File: src/rtl/turn_detector_hyst_pkg.sv
// turn_detector_hyst_pkg: shared encodings for the hysteretic turn-direction detector.
package turn_detector_hyst_pkg;

    typedef enum logic [1:0] {
        DIR_STRAIGHT = 2'b00,
        DIR_LEFT     = 2'b01,
        DIR_RIGHT    = 2'b10
    } dir_t;

    typedef enum logic [1:0] {
        ST_STRAIGHT,
        ST_LEFT,
        ST_RIGHT
    } state_t;

    typedef enum logic [1:0] {
        CL_IN,
        CL_MID,
        CL_POS,
        CL_NEG
    } cls_t;

    typedef enum logic [1:0] {
        CAND_NONE,
        CAND_STRAIGHT,
        CAND_LEFT,
        CAND_RIGHT
    } cand_t;

    function automatic state_t cand_state(cand_t c);
        return c == CAND_LEFT ? ST_LEFT : c == CAND_RIGHT ? ST_RIGHT : ST_STRAIGHT;
    endfunction

    function automatic dir_t cand_dir(cand_t c);
        return c == CAND_LEFT ? DIR_LEFT : c == CAND_RIGHT ? DIR_RIGHT : DIR_STRAIGHT;
    endfunction

endpackage

File: src/rtl/turn_detector_hyst_if.sv
// turn_detector_hyst_if: wheel-speed sample bus and direction result bundle.
interface turn_detector_hyst_if #(
    parameter int SPEED_W  = 16,
    parameter int AVG_LOG2 = 2
);
    logic                              in_valid;
    logic [SPEED_W-1:0]                wheel_speed_fl;
    logic [SPEED_W-1:0]                wheel_speed_fr;
    logic [SPEED_W-1:0]                wheel_speed_rl;
    logic [SPEED_W-1:0]                wheel_speed_rr;
    logic [1:0]                        direction;
    logic                              dir_valid;
    logic signed [SPEED_W+AVG_LOG2+1:0] speed_diff;

    modport master (
        output in_valid, wheel_speed_fl, wheel_speed_fr, wheel_speed_rl, wheel_speed_rr,
        input  direction, dir_valid, speed_diff
    );

    modport slave (
        input  in_valid, wheel_speed_fl, wheel_speed_fr, wheel_speed_rl, wheel_speed_rr,
        output direction, dir_valid, speed_diff
    );
endinterface

File: src/rtl/side_window_avg.sv
// side_window_avg: boxcar window of side sums with a running accumulator and fill flag.
module side_window_avg #(
    parameter int W        = 17,
    parameter int AVG_LOG2 = 2
) (
    input  logic                  clk,
    input  logic                  rst,
    input  logic                  valid,
    input  logic [W-1:0]          sample,
    output logic [W+AVG_LOG2-1:0] acc_next,
    output logic                  full
);
    localparam int DEPTH = 1 << AVG_LOG2;
    localparam int PW    = AVG_LOG2 > 0 ? AVG_LOG2 : 1;
    localparam int AW    = W + AVG_LOG2;

    logic [W-1:0]    buf_q [DEPTH];
    logic [W-1:0]    oldest;
    logic [AW-1:0]   acc;
    logic [PW-1:0]   ptr;
    logic [AVG_LOG2:0] fill;

    // Loop-based mux keeps the index width legal for a single-entry window.
    always_comb begin
        oldest = '0;
        for (int i = 0; i < DEPTH; i++)
            if (PW'(i) == ptr) oldest = buf_q[i];
    end

    assign acc_next = acc + AW'(sample) - AW'(oldest);
    assign full     = fill == (AVG_LOG2+1)'(DEPTH);

    always_ff @(posedge clk or posedge rst) begin
        if (rst) begin
            acc  <= '0;
            ptr  <= '0;
            fill <= '0;
            for (int i = 0; i < DEPTH; i++) buf_q[i] <= '0;
        end else if (valid) begin
            acc  <= acc_next;
            ptr  <= ptr == PW'(DEPTH-1) ? '0 : ptr + 1'b1;
            fill <= full ? fill : fill + 1'b1;
            for (int i = 0; i < DEPTH; i++)
                if (PW'(i) == ptr) buf_q[i] <= sample;
        end
    end
endmodule

File: src/rtl/turn_detector_hyst.sv
// turn_detector_hyst: windowed left/right speed difference classified with deadband,
// enter/exit hysteresis and a consecutive-sample debounce.
module turn_detector_hyst
    import turn_detector_hyst_pkg::*;
#(
    parameter int SPEED_W  = 16,
    parameter int AVG_LOG2 = 2,
    parameter int DEADBAND = 16,
    parameter int HYST     = 8,
    parameter int HOLD     = 4
) (
    input logic                clk,
    input logic                rst,
    turn_detector_hyst_if.slave bus
);
    localparam int AW = SPEED_W + 1 + AVG_LOG2;
    localparam int DW = AW + 1;
    localparam int CW = $clog2(HOLD + 1);
    localparam logic signed [DW-1:0] ENT_T = DW'((DEADBAND + HYST) << (AVG_LOG2 + 1));
    localparam logic signed [DW-1:0] DB_T  = DW'(DEADBAND << (AVG_LOG2 + 1));

    logic [SPEED_W:0]      sum_l, sum_r;
    logic [AW-1:0]         acc_l, acc_r;
    logic                  full_l, full_r, full;
    logic signed [DW-1:0]  diff;
    cls_t                  cls;
    cand_t                 cand, prev;
    state_t                state;
    dir_t                  dir_q;
    logic [CW-1:0]         cnt, run;
    logic                  done;

    assign sum_l = {1'b0, bus.wheel_speed_fl} + {1'b0, bus.wheel_speed_rl};
    assign sum_r = {1'b0, bus.wheel_speed_fr} + {1'b0, bus.wheel_speed_rr};

    side_window_avg #(.W(SPEED_W + 1), .AVG_LOG2(AVG_LOG2)) u_left (
        .clk(clk), .rst(rst), .valid(bus.in_valid), .sample(sum_l), .acc_next(acc_l), .full(full_l)
    );

    side_window_avg #(.W(SPEED_W + 1), .AVG_LOG2(AVG_LOG2)) u_right (
        .clk(clk), .rst(rst), .valid(bus.in_valid), .sample(sum_r), .acc_next(acc_r), .full(full_r)
    );

    assign full          = full_l & full_r;
    assign diff          = $signed({1'b0, acc_l}) - $signed({1'b0, acc_r});
    assign bus.dir_valid = full;
    assign bus.direction = dir_q;

    // Thresholds are pre-scaled so the window sum compares against per-wheel average speed.
    always_comb begin
        cls  = diff > ENT_T ? CL_POS :
               diff < -ENT_T ? CL_NEG :
               (diff <= DB_T && diff >= -DB_T) ? CL_IN : CL_MID;
        cand = cls == CL_IN  ? (state == ST_STRAIGHT ? CAND_NONE : CAND_STRAIGHT) :
               cls == CL_POS ? (state == ST_RIGHT    ? CAND_NONE : CAND_RIGHT) :
               cls == CL_NEG ? (state == ST_LEFT     ? CAND_NONE : CAND_LEFT) : CAND_NONE;
        run  = cand == prev ? (cnt == CW'(HOLD) ? cnt : cnt + 1'b1) : CW'(1);
        done = cand != CAND_NONE && run == CW'(HOLD);
    end

    always_ff @(posedge clk or posedge rst) begin
        if (rst) begin
            state          <= ST_STRAIGHT;
            dir_q          <= DIR_STRAIGHT;
            prev           <= CAND_NONE;
            cnt            <= '0;
            bus.speed_diff <= '0;
        end else if (bus.in_valid) begin
            bus.speed_diff <= diff;
            if (full) begin
                cnt  <= (cand == CAND_NONE || done) ? '0 : run;
                prev <= done ? CAND_NONE : cand;
                if (done) begin
                    state <= cand_state(cand);
                    dir_q <= cand_dir(cand);
                end
            end
        end
    end
endmodule

File: src/flat_wrapper.sv
// flat-port wrapper written by rule: the top's interface ports become plain ports
module turn_detector_hyst_flat import turn_detector_hyst_pkg::*;
#(
    parameter int SPEED_W  = 16,
    parameter int AVG_LOG2 = 2,
    parameter int DEADBAND = 16,
    parameter int HYST     = 8,
    parameter int HOLD     = 4
)
  (clk, rst, bus_in_valid, bus_wheel_speed_fl, bus_wheel_speed_fr, bus_wheel_speed_rl, bus_wheel_speed_rr, bus_direction, bus_dir_valid, bus_speed_diff);
  turn_detector_hyst_if #(.SPEED_W(SPEED_W), .AVG_LOG2(AVG_LOG2)) bus_i ();
  input logic clk;
  input logic rst;
  input wire logic [$bits(bus_i.in_valid)-1:0] bus_in_valid;
  input wire logic [$bits(bus_i.wheel_speed_fl)-1:0] bus_wheel_speed_fl;
  input wire logic [$bits(bus_i.wheel_speed_fr)-1:0] bus_wheel_speed_fr;
  input wire logic [$bits(bus_i.wheel_speed_rl)-1:0] bus_wheel_speed_rl;
  input wire logic [$bits(bus_i.wheel_speed_rr)-1:0] bus_wheel_speed_rr;
  output wire logic [$bits(bus_i.direction)-1:0] bus_direction;
  output wire logic [$bits(bus_i.dir_valid)-1:0] bus_dir_valid;
  output wire logic [$bits(bus_i.speed_diff)-1:0] bus_speed_diff;
  assign bus_i.in_valid = bus_in_valid;
  assign bus_i.wheel_speed_fl = bus_wheel_speed_fl;
  assign bus_i.wheel_speed_fr = bus_wheel_speed_fr;
  assign bus_i.wheel_speed_rl = bus_wheel_speed_rl;
  assign bus_i.wheel_speed_rr = bus_wheel_speed_rr;
  assign bus_direction = bus_i.direction;
  assign bus_dir_valid = bus_i.dir_valid;
  assign bus_speed_diff = bus_i.speed_diff;
  turn_detector_hyst #(.SPEED_W(SPEED_W), .AVG_LOG2(AVG_LOG2), .DEADBAND(DEADBAND), .HYST(HYST), .HOLD(HOLD)) u_core (.clk(clk), .rst(rst), .bus(bus_i));
endmodule
File: config.mk
export PLATFORM = sky130hd
export DESIGN_NAME = turn_detector_hyst_flat
export DESIGN_NICKNAME = d
export VERILOG_FILES = /design/src/rtl/turn_detector_hyst_pkg.sv /design/src/rtl/turn_detector_hyst_if.sv /design/src/rtl/side_window_avg.sv /design/src/rtl/turn_detector_hyst.sv /design/src/flat_wrapper.sv
export SDC_FILE = /design/constraint.sdc
export NUM_CORES = 1
export LEC_CHECK = 0
export BUFFER_PORTS_ARGS = -buffer_cell sky130_fd_sc_hd__buf_4
export CAP_MARGIN = 20
export CORE_MARGIN = 1.5
export CORE_UTILIZATION = 40
export CTS_BUF_LIST = sky130_fd_sc_hd__clkbuf_4 sky130_fd_sc_hd__clkbuf_8
export CTS_CLUSTER_DIAMETER = 50
export DETAILED_ROUTE_END_ITERATION = 16
export HOLD_SLACK_MARGIN = 0.06
export SLEW_MARGIN = 10
export SYNTH_ARGS = -nofsm -noshare
export SYNTH_HDL_FRONTEND = slang
export SYNTH_SLANG_ARGS = --single-unit
File: constraint.sdc
create_clock -name clk -period 21.8 [get_ports clk]
set_input_delay 2.18 -clock clk [delete_from_list [all_inputs] [get_ports clk]]
set_output_delay 2.18 -clock clk [all_outputs]
set_load 0.005 [all_outputs]
# Yosys cells after proc, flatten, opt, wreduce, memory -nomap -nowiden
# Index checks and enable logic that the tools add are counted.
[op_classes]
addsub = 12
n_lt_le_gt_ge = 4
eq_ne = 19
mux = 25
n_bitwise = 3
reduce_logical = 21
[ops]
columns = ["operator", "count"]
rows = [
  ["$mux 17", 8],
  ["$add 19x17->19", 2],
  ["$sub 19x17->19", 2],
  ["$add 16x16->17", 2],
  ["$mux 2", 12],
  ["$reduce_and 2->1", 11],
  ["$ge 20x8->1 const B", 1],
  ["$gt 20x9->1 const B", 1],
  ["$le 20x9->1 const B", 1],
  ["$lt 20x9->1 const B", 1],
  ["$sub 19x19->20", 1],
  ["$eq 2x2->1 const B", 7],
  ["$eq 3x3->1 const B", 4],
  ["$logic_not 2->1", 5],
  ["$add 3x1->3 const B", 3],
  ["$mux 3", 3],
  ["$eq 2x2->1 const A", 4],
  ["$add 2x1->2 const B", 2],
  ["$eq 1x2->1 const A", 2],
  ["$reduce_and 3->1", 1],
  ["$eq 2x1->1 const B", 1],
  ["$eq 2x2->1", 1],
  ["$logic_and 1x1->1", 2],
  ["$mux 1", 2],
  ["4 further kinds", 5],
]
[totals]
reg_bits = 211
in_bits = 67
output_inout_bits = 23
elab_cells = 102

# Longest topological paths before layout
[logic_depth]
word_depth = 22
depth_mapped = 40
depth_no_buf = 37

# Modules after synthesis
# From an unflattened synthesis, not the netlist that was laid out.
[unflattened]
cells_unflattened = 1502
area_unflattened_um2 = 14752.9
[modules_own_cells]
columns = ["module", "n_inst", "cells_each", "area_per_inst_um2", "seq_area_each_um2"]
rows = [
  ["side_window_avg (u_core.u_left)", 1, 505, 5521.5, 2302.2],
  ["side_window_avg (u_core.u_right)", 1, 494, 5388.9, 2302.2],
  ["turn_detector_hyst", 1, 503, 3842.4, 675.6],
]

# Least setup slack after synthesis
# Ideal clock, no wire load.
[synth_path]
path_type = "input port to flip-flop"
from = "input bus_wheel_speed_rl[0]"
to = "register u_core.state[0]"
setup_ps = 128
arrival_ps = 9306
required_time_ps = 21672
setup_slack_ps = 12366
cell_stages = 33
path_buffers = 0
cell_sequence = "ha_1 > fa_1 > a21o_1 > a21oi_1 > o21bai_1 > a21oi_1 > o21bai_1 > a21oi_1 > o21bai_1 > a21oi_1 > o21bai_1 > a21oi_1 > xnor2_1 > fa_1 > ha_1 > a21oi_1 > o21ai_0 > a22oi_1 > nand2_1 > or2_2 > a21oi_1 > xnor2_1 > ha_1 > or2_2 > o2111a_1 > or3b_1 > maj3_1 > xor2_1 > and4_1 > o21ai_1 > and3_2 > nor3b_2 > mux2_1"
[synth_between]
elab_chain_cells = 18
word_cells_on_any_way = 26
classes_between = "add/sub (4); order compare (4); eq/ne (5); mux (8); reduce/logical (5)"
[synth_lines]
columns = ["item", "line_no", "text"]
rows = [
  ["start: declaration", "flat_wrapper.sv:17", "input wire logic [$bits(bus_i.wheel_speed_rl)-1:0] bus_wheel_speed_rl;"],
  ["$add 16x16->17 (*)", "turn_detector_hyst.sv:33", "assign sum_l = {1'b0, bus.wheel_speed_fl} + {1'b0, bus.wheel_speed_rl};"],
  ["named net u_core.sum_l[12]", "turn_detector_hyst.sv:22", "logic [SPEED_W:0] sum_l, sum_r;"],
  ["$add 19x17->19 (*)", "side_window_avg.sv:30", "assign acc_next = acc + AW'(sample) - AW'(oldest);"],
  ["$sub 19x17->19 (*)", "side_window_avg.sv:30", ""],
  ["named net u_core.acc_l[15]", "turn_detector_hyst.sv:23", "logic [AW-1:0] acc_l, acc_r;"],
  ["$sub 19x19->20 (*)", "turn_detector_hyst.sv:45", "assign diff = $signed({1'b0, acc_l}) - $signed({1'b0, acc_r});"],
  ["$le 20x9->1 or $ge 20x8->1 (tied branches)", "turn_detector_hyst.sv:53", "(diff <= DB_T && diff >= -DB_T) ? CL_IN : CL_MID;"],
  ["$logic_and 1x1->1", "turn_detector_hyst.sv:53", ""],
  ["[4 not listed]", "-", ""],
  ["$mux 2", "turn_detector_hyst.sv:56", "cls == CL_NEG ? (state == ST_LEFT ? CAND_NONE : CAND_LEFT) : CAND_NONE;"],
  ["$mux 2", "turn_detector_hyst.sv:55", "cls == CL_POS ? (state == ST_RIGHT ? CAND_NONE : CAND_RIGHT) :"],
  ["$mux 2 (*)", "turn_detector_hyst.sv:54", "cand = cls == CL_IN ? (state == ST_STRAIGHT ? CAND_NONE : CAND_STRAIGHT) :"],
  ["$eq 2x2->1", "turn_detector_hyst.sv:57", "run = cand == prev ? (cnt == CW'(HOLD) ? cnt : cnt + 1'b1) : CW'(1);"],
  ["$mux 3", "turn_detector_hyst.sv:57", ""],
  ["$eq 3x3->1", "turn_detector_hyst.sv:58", "done = cand != CAND_NONE && run == CW'(HOLD);"],
  ["$logic_and 1x1->1", "turn_detector_hyst.sv:58", ""],
  ["$reduce_and 3->1 (no source line)", "-", ""],
  ["end signal: assignment", "turn_detector_hyst.sv:74", "state <= cand_state(cand);"],
  ["end: declaration", "turn_detector_hyst.sv:28", "state_t state;"],
]
# Mark *: on every way through the listed nets, which the timed path passes. The rest lies on a longest branch.
# A chain may end at the register's enable or synchronous reset.

# Worst setup path in the final report
[layout_path]
from = "input bus_wheel_speed_rr[0]"
to = "register u_core.state[1]"
[layout_between]
elab_chain_cells = 18
word_cells_on_any_way = 28
classes_between = "add/sub (4); order compare (4); eq/ne (6); mux (9); reduce/logical (5)"
[layout_lines]
columns = ["item", "line_no", "text"]
rows = [
  ["start: declaration", "flat_wrapper.sv:18", "input wire logic [$bits(bus_i.wheel_speed_rr)-1:0] bus_wheel_speed_rr;"],
  ["$add 16x16->17 (*)", "turn_detector_hyst.sv:34", "assign sum_r = {1'b0, bus.wheel_speed_fr} + {1'b0, bus.wheel_speed_rr};"],
  ["named net u_core.sum_r[12]", "turn_detector_hyst.sv:22", ""],
  ["$add 19x17->19 (*)", "side_window_avg.sv:30", ""],
  ["$sub 19x17->19 (*)", "side_window_avg.sv:30", ""],
  ["$sub 19x19->20 (*)", "turn_detector_hyst.sv:45", ""],
  ["$le 20x9->1 or $ge 20x8->1 (tied branches)", "turn_detector_hyst.sv:53", ""],
  ["$logic_and 1x1->1", "turn_detector_hyst.sv:53", ""],
  ["$mux 1", "turn_detector_hyst.sv:53", ""],
  ["[3 not listed]", "-", ""],
  ["$mux 2", "turn_detector_hyst.sv:56", ""],
  ["$mux 2", "turn_detector_hyst.sv:55", ""],
  ["$mux 2 (*)", "turn_detector_hyst.sv:54", ""],
  ["$eq 2x2->1", "turn_detector_hyst.sv:57", ""],
  ["$mux 3", "turn_detector_hyst.sv:57", ""],
  ["$eq 3x3->1", "turn_detector_hyst.sv:58", ""],
  ["$logic_and 1x1->1", "turn_detector_hyst.sv:58", ""],
  ["$reduce_and 3->1 (no source line)", "-", ""],
]
# Marks and branches as above.

==> run summary <==
status: completed
hold crit path type: register to register
cell count after synthesis: 1520
DRC: 0
ys flop type: dfrtp_1
reg2reg setup slack: 12.99 ns
slowest stage delay, CP: 0.54 ns
Final Skew: 0.0202 ns
total gr overflow: 0
# Post-CTS Setup Buffers: 0
worst-path fanout max: 8
clock slew at reported path FFs: 0.06 ns
Critical R2R Capture: u_core.state[1]$_DFFE_PP0P_
gr usage total: 17.5%
worst slew pin tran: 0.952 ns
post-synthesis async set-or-reset flop share: 100%
area grow syn2layout: 13.7%
# rows: 68
IO Port Bufs: 89
RSZ-0062 raised after global routing: no
clk_lat worst skew: 0.53 ns
min-delay src: u_core.u_left.buf_q[28]$_DFFE_PP0P_
Synth Area in XOR/XNOR: 4.92%
compound-cell area share of the yosys netlist: 18.7%
Distinct cells, synth: 82
Slowest-stage cell, CP: fa_1
die width: 191 um
top cells by area, synth: dfrtp_1 (37%), ha_1 (9.1%), mux2_2 (6.5%)
family with the most delay on the worst path: compound AO/OA/AOI/OAI gates
Slew Viols, Final: 0
hold_buf cts: 0
vias in the first global route: 10500
final core occ: 46.2%
largest net degree at the start of global routing: 87
fmax: 102 MHz
Synth Area per Inst: 9.27 um^2
post-synth top area share: 37.5%
Initial Util: 40.7%
#FFs+latches synth: 211
number of synthesized flops with an enable pin: 0
die height: 191 um
CTS Root Cell: clkbuf_8
Synthesis Warnings: 0
CTS Buf Count: 41
Min-Delay Path Depth: 2
setup TNS: 0 ns
vias per std cell: 5.16
Vias: 10700
Simple-Gate Fraction of Synth Area: 12.2%
Synth Area in Adders: 14.4%
H-tree depth: 2
commonest cells in the netlist: dfrtp_1 (211), nand2_1 (176), a21oi_1 (150)
WP buf/inv: 1
Boundary Pins: 90
Worst R2R Path Depth: 34
Fin. Hold Viols: 0
crit path kind: input pin to register
Setup crit start kind: input pin
origin of the critical flop-to-flop path: u_core.u_right.ptr[1]$_DFFE_PP0P_
count leader, synth: dfrtp_1
Bufs on Longest Clock Path: 3
crit path time final: 9.81 ns
Period Utilization, post-route: 45.0%
CP most frequent cell: a21oi_1
crit path DAT: 10.21 ns
Detailed Route WL: 31100 um
multiplexer share of the synthesized area: 7.49%
first-pass GRT wire length: 52100 um
Cell Area, Synth: 14100 um^2
gpl congestion: 0.829
fillcell total: 3302
main combinational cell family by area after synthesis: compound AO/OA/AOI/OAI gates
Pre-Repair DR Iteration Count: 4
crit end category: register
core footprint: 34600 um^2
Setup crit start: bus_wheel_speed_rr[0]
Wirelength per Cell: 15.0 um
Seq/Total Area, Yosys: 37.5%
Post-DP HPWL: 22700 um
Max-Cap Viols: 0
initial antenna violation count: 0
final net count: 1806
initial drt markers: 552
Rel. slew slack: 36.4%
Clock Sinks: 211
Inserted Diodes: 0
CTS tree: built
layout cells sized above 1: 16.7%
die area: 36300 um^2
Synthesized Nets: 1726
fin worst setup slack: 11.99 ns
Finish-stage setup viols: 0
post-CTS resize count: 0
pre-CTS setup slack: 11.45 ns
post-synth top area cell: dfrtp_1
Hold EP: u_core.u_left.buf_q[28]$_DFFE_PP0P_
worst path required time: 22.20 ns
DRT antenna net count: 0
-- metal layers --
metal / global-route usage (%) / routed length [um] / vias up
met2: 27.8 / 13800 / 145
met5: 0 / 0 / -
met3: 2.91 / 1200 / 44
met1: 24.4 / 15400 / 5088
li1: - / - / 5435
met4: 4.91 / 631 / 0
-- state kept, by name, summed over array words and instances (netlist names) --
name                   cells
u_core.bus.speed_diff     20
u_core.cnt                 3
u_core.prev                2
u_core.state               2
u_core.u_left.acc         19
u_core.u_left.buf_q       68
u_core.u_left.fill         3
u_core.u_left.ptr          2
u_core.u_right.acc        19
u_core.u_right.buf_q      68
u_core.u_right.fill        3
u_core.u_right.ptr         2
-- tightest hold or removal path, delay by kind of cell (launching register included) --
family,cells,cell delay (ns)
AOI/OAI and AO/OA,1,0.06
DFF,1,0.34
and+or+nand+nor,1,0.04
-- kinds of logic after synthesis --
logic type,after synthesis
XOR/XNOR,76
adder cells (fa/ha/maj),140
buffers and inverters,177
flip-flops,211
multiplexers,95
AND/OR/NAND/NOR,386
AO/OA/AOI/OAI,435
-- stage by stage --
step	hold slack, ns	cell area [um^2]	std cells
3_3_place_gp	0.461	15200	2012
4_1_cts	0.482	16000	2077
6_report	0.478	16000	2077
5_1_grt	0.491	16000	2077
3_5_place_dp	0.470	15200	2012
2_1_floorplan	0.450	14100	1520
-- layout make-up --
type / instances / area [um^2] / area share [%]
tap: 455 / 569 / 3.56
sequential: 211 / 5280 / 33.0
timing repair buffer: 101 / 758 / 4.74
inverter: 113 / 432 / 2.70
clock inverter: 6 / 83.8 / 0.524
multi-input combinational: 1132 / 8130 / 50.8
clock buffer: 59 / 762 / 4.76
-- worst max path at each step --
stage,cells after the start,slack (ns),end
after floorplan,33,12.37,u_core.state[0]$_DFFE_PP0P_
after global placement,32,11.60,u_core.state[0]$_DFFE_PP0P_
after detailed placement,34,11.45,u_core.state[0]$_DFFE_PP0P_
after CTS,34,11.99,u_core.state[1]$_DFFE_PP0P_
after global routing,34,11.45,u_core.state[1]$_DFFE_PP0P_
final,32,11.99,u_core.state[1]$_DFFE_PP0P_
-- cells in the final DEF, fill, tap and decap left out, types with 4 or more instances in the layout --
cell and instances:
nor4b_1 4, nor2b_1 11, mux2_2 81, nor4_1 5, nor3_1 14, o41ai_1 4, buf_4 101, or3_1 7
a21o_1 26, nand2b_1 4, o21bai_1 27, a22oi_1 18, clkbuf_8 51, or2_2 5, inv_1 111, nor2_1 115
mux2i_1 12, a311oi_1 4, xnor2_1 57, xor2_1 17, a31oi_1 5, fa_1 37, nand2_1 176, o211ai_1 6
ha_1 102, a211oi_1 6, o21ai_0 138, clkbuf_4 8, o21a_1 10, dfrtp_1 211, a21oi_1 150, nand3_1 19
Power is left out: the tool's default activity adds up to more than one toggle a clock period on the data nets, which glitch-free logic cannot reach.
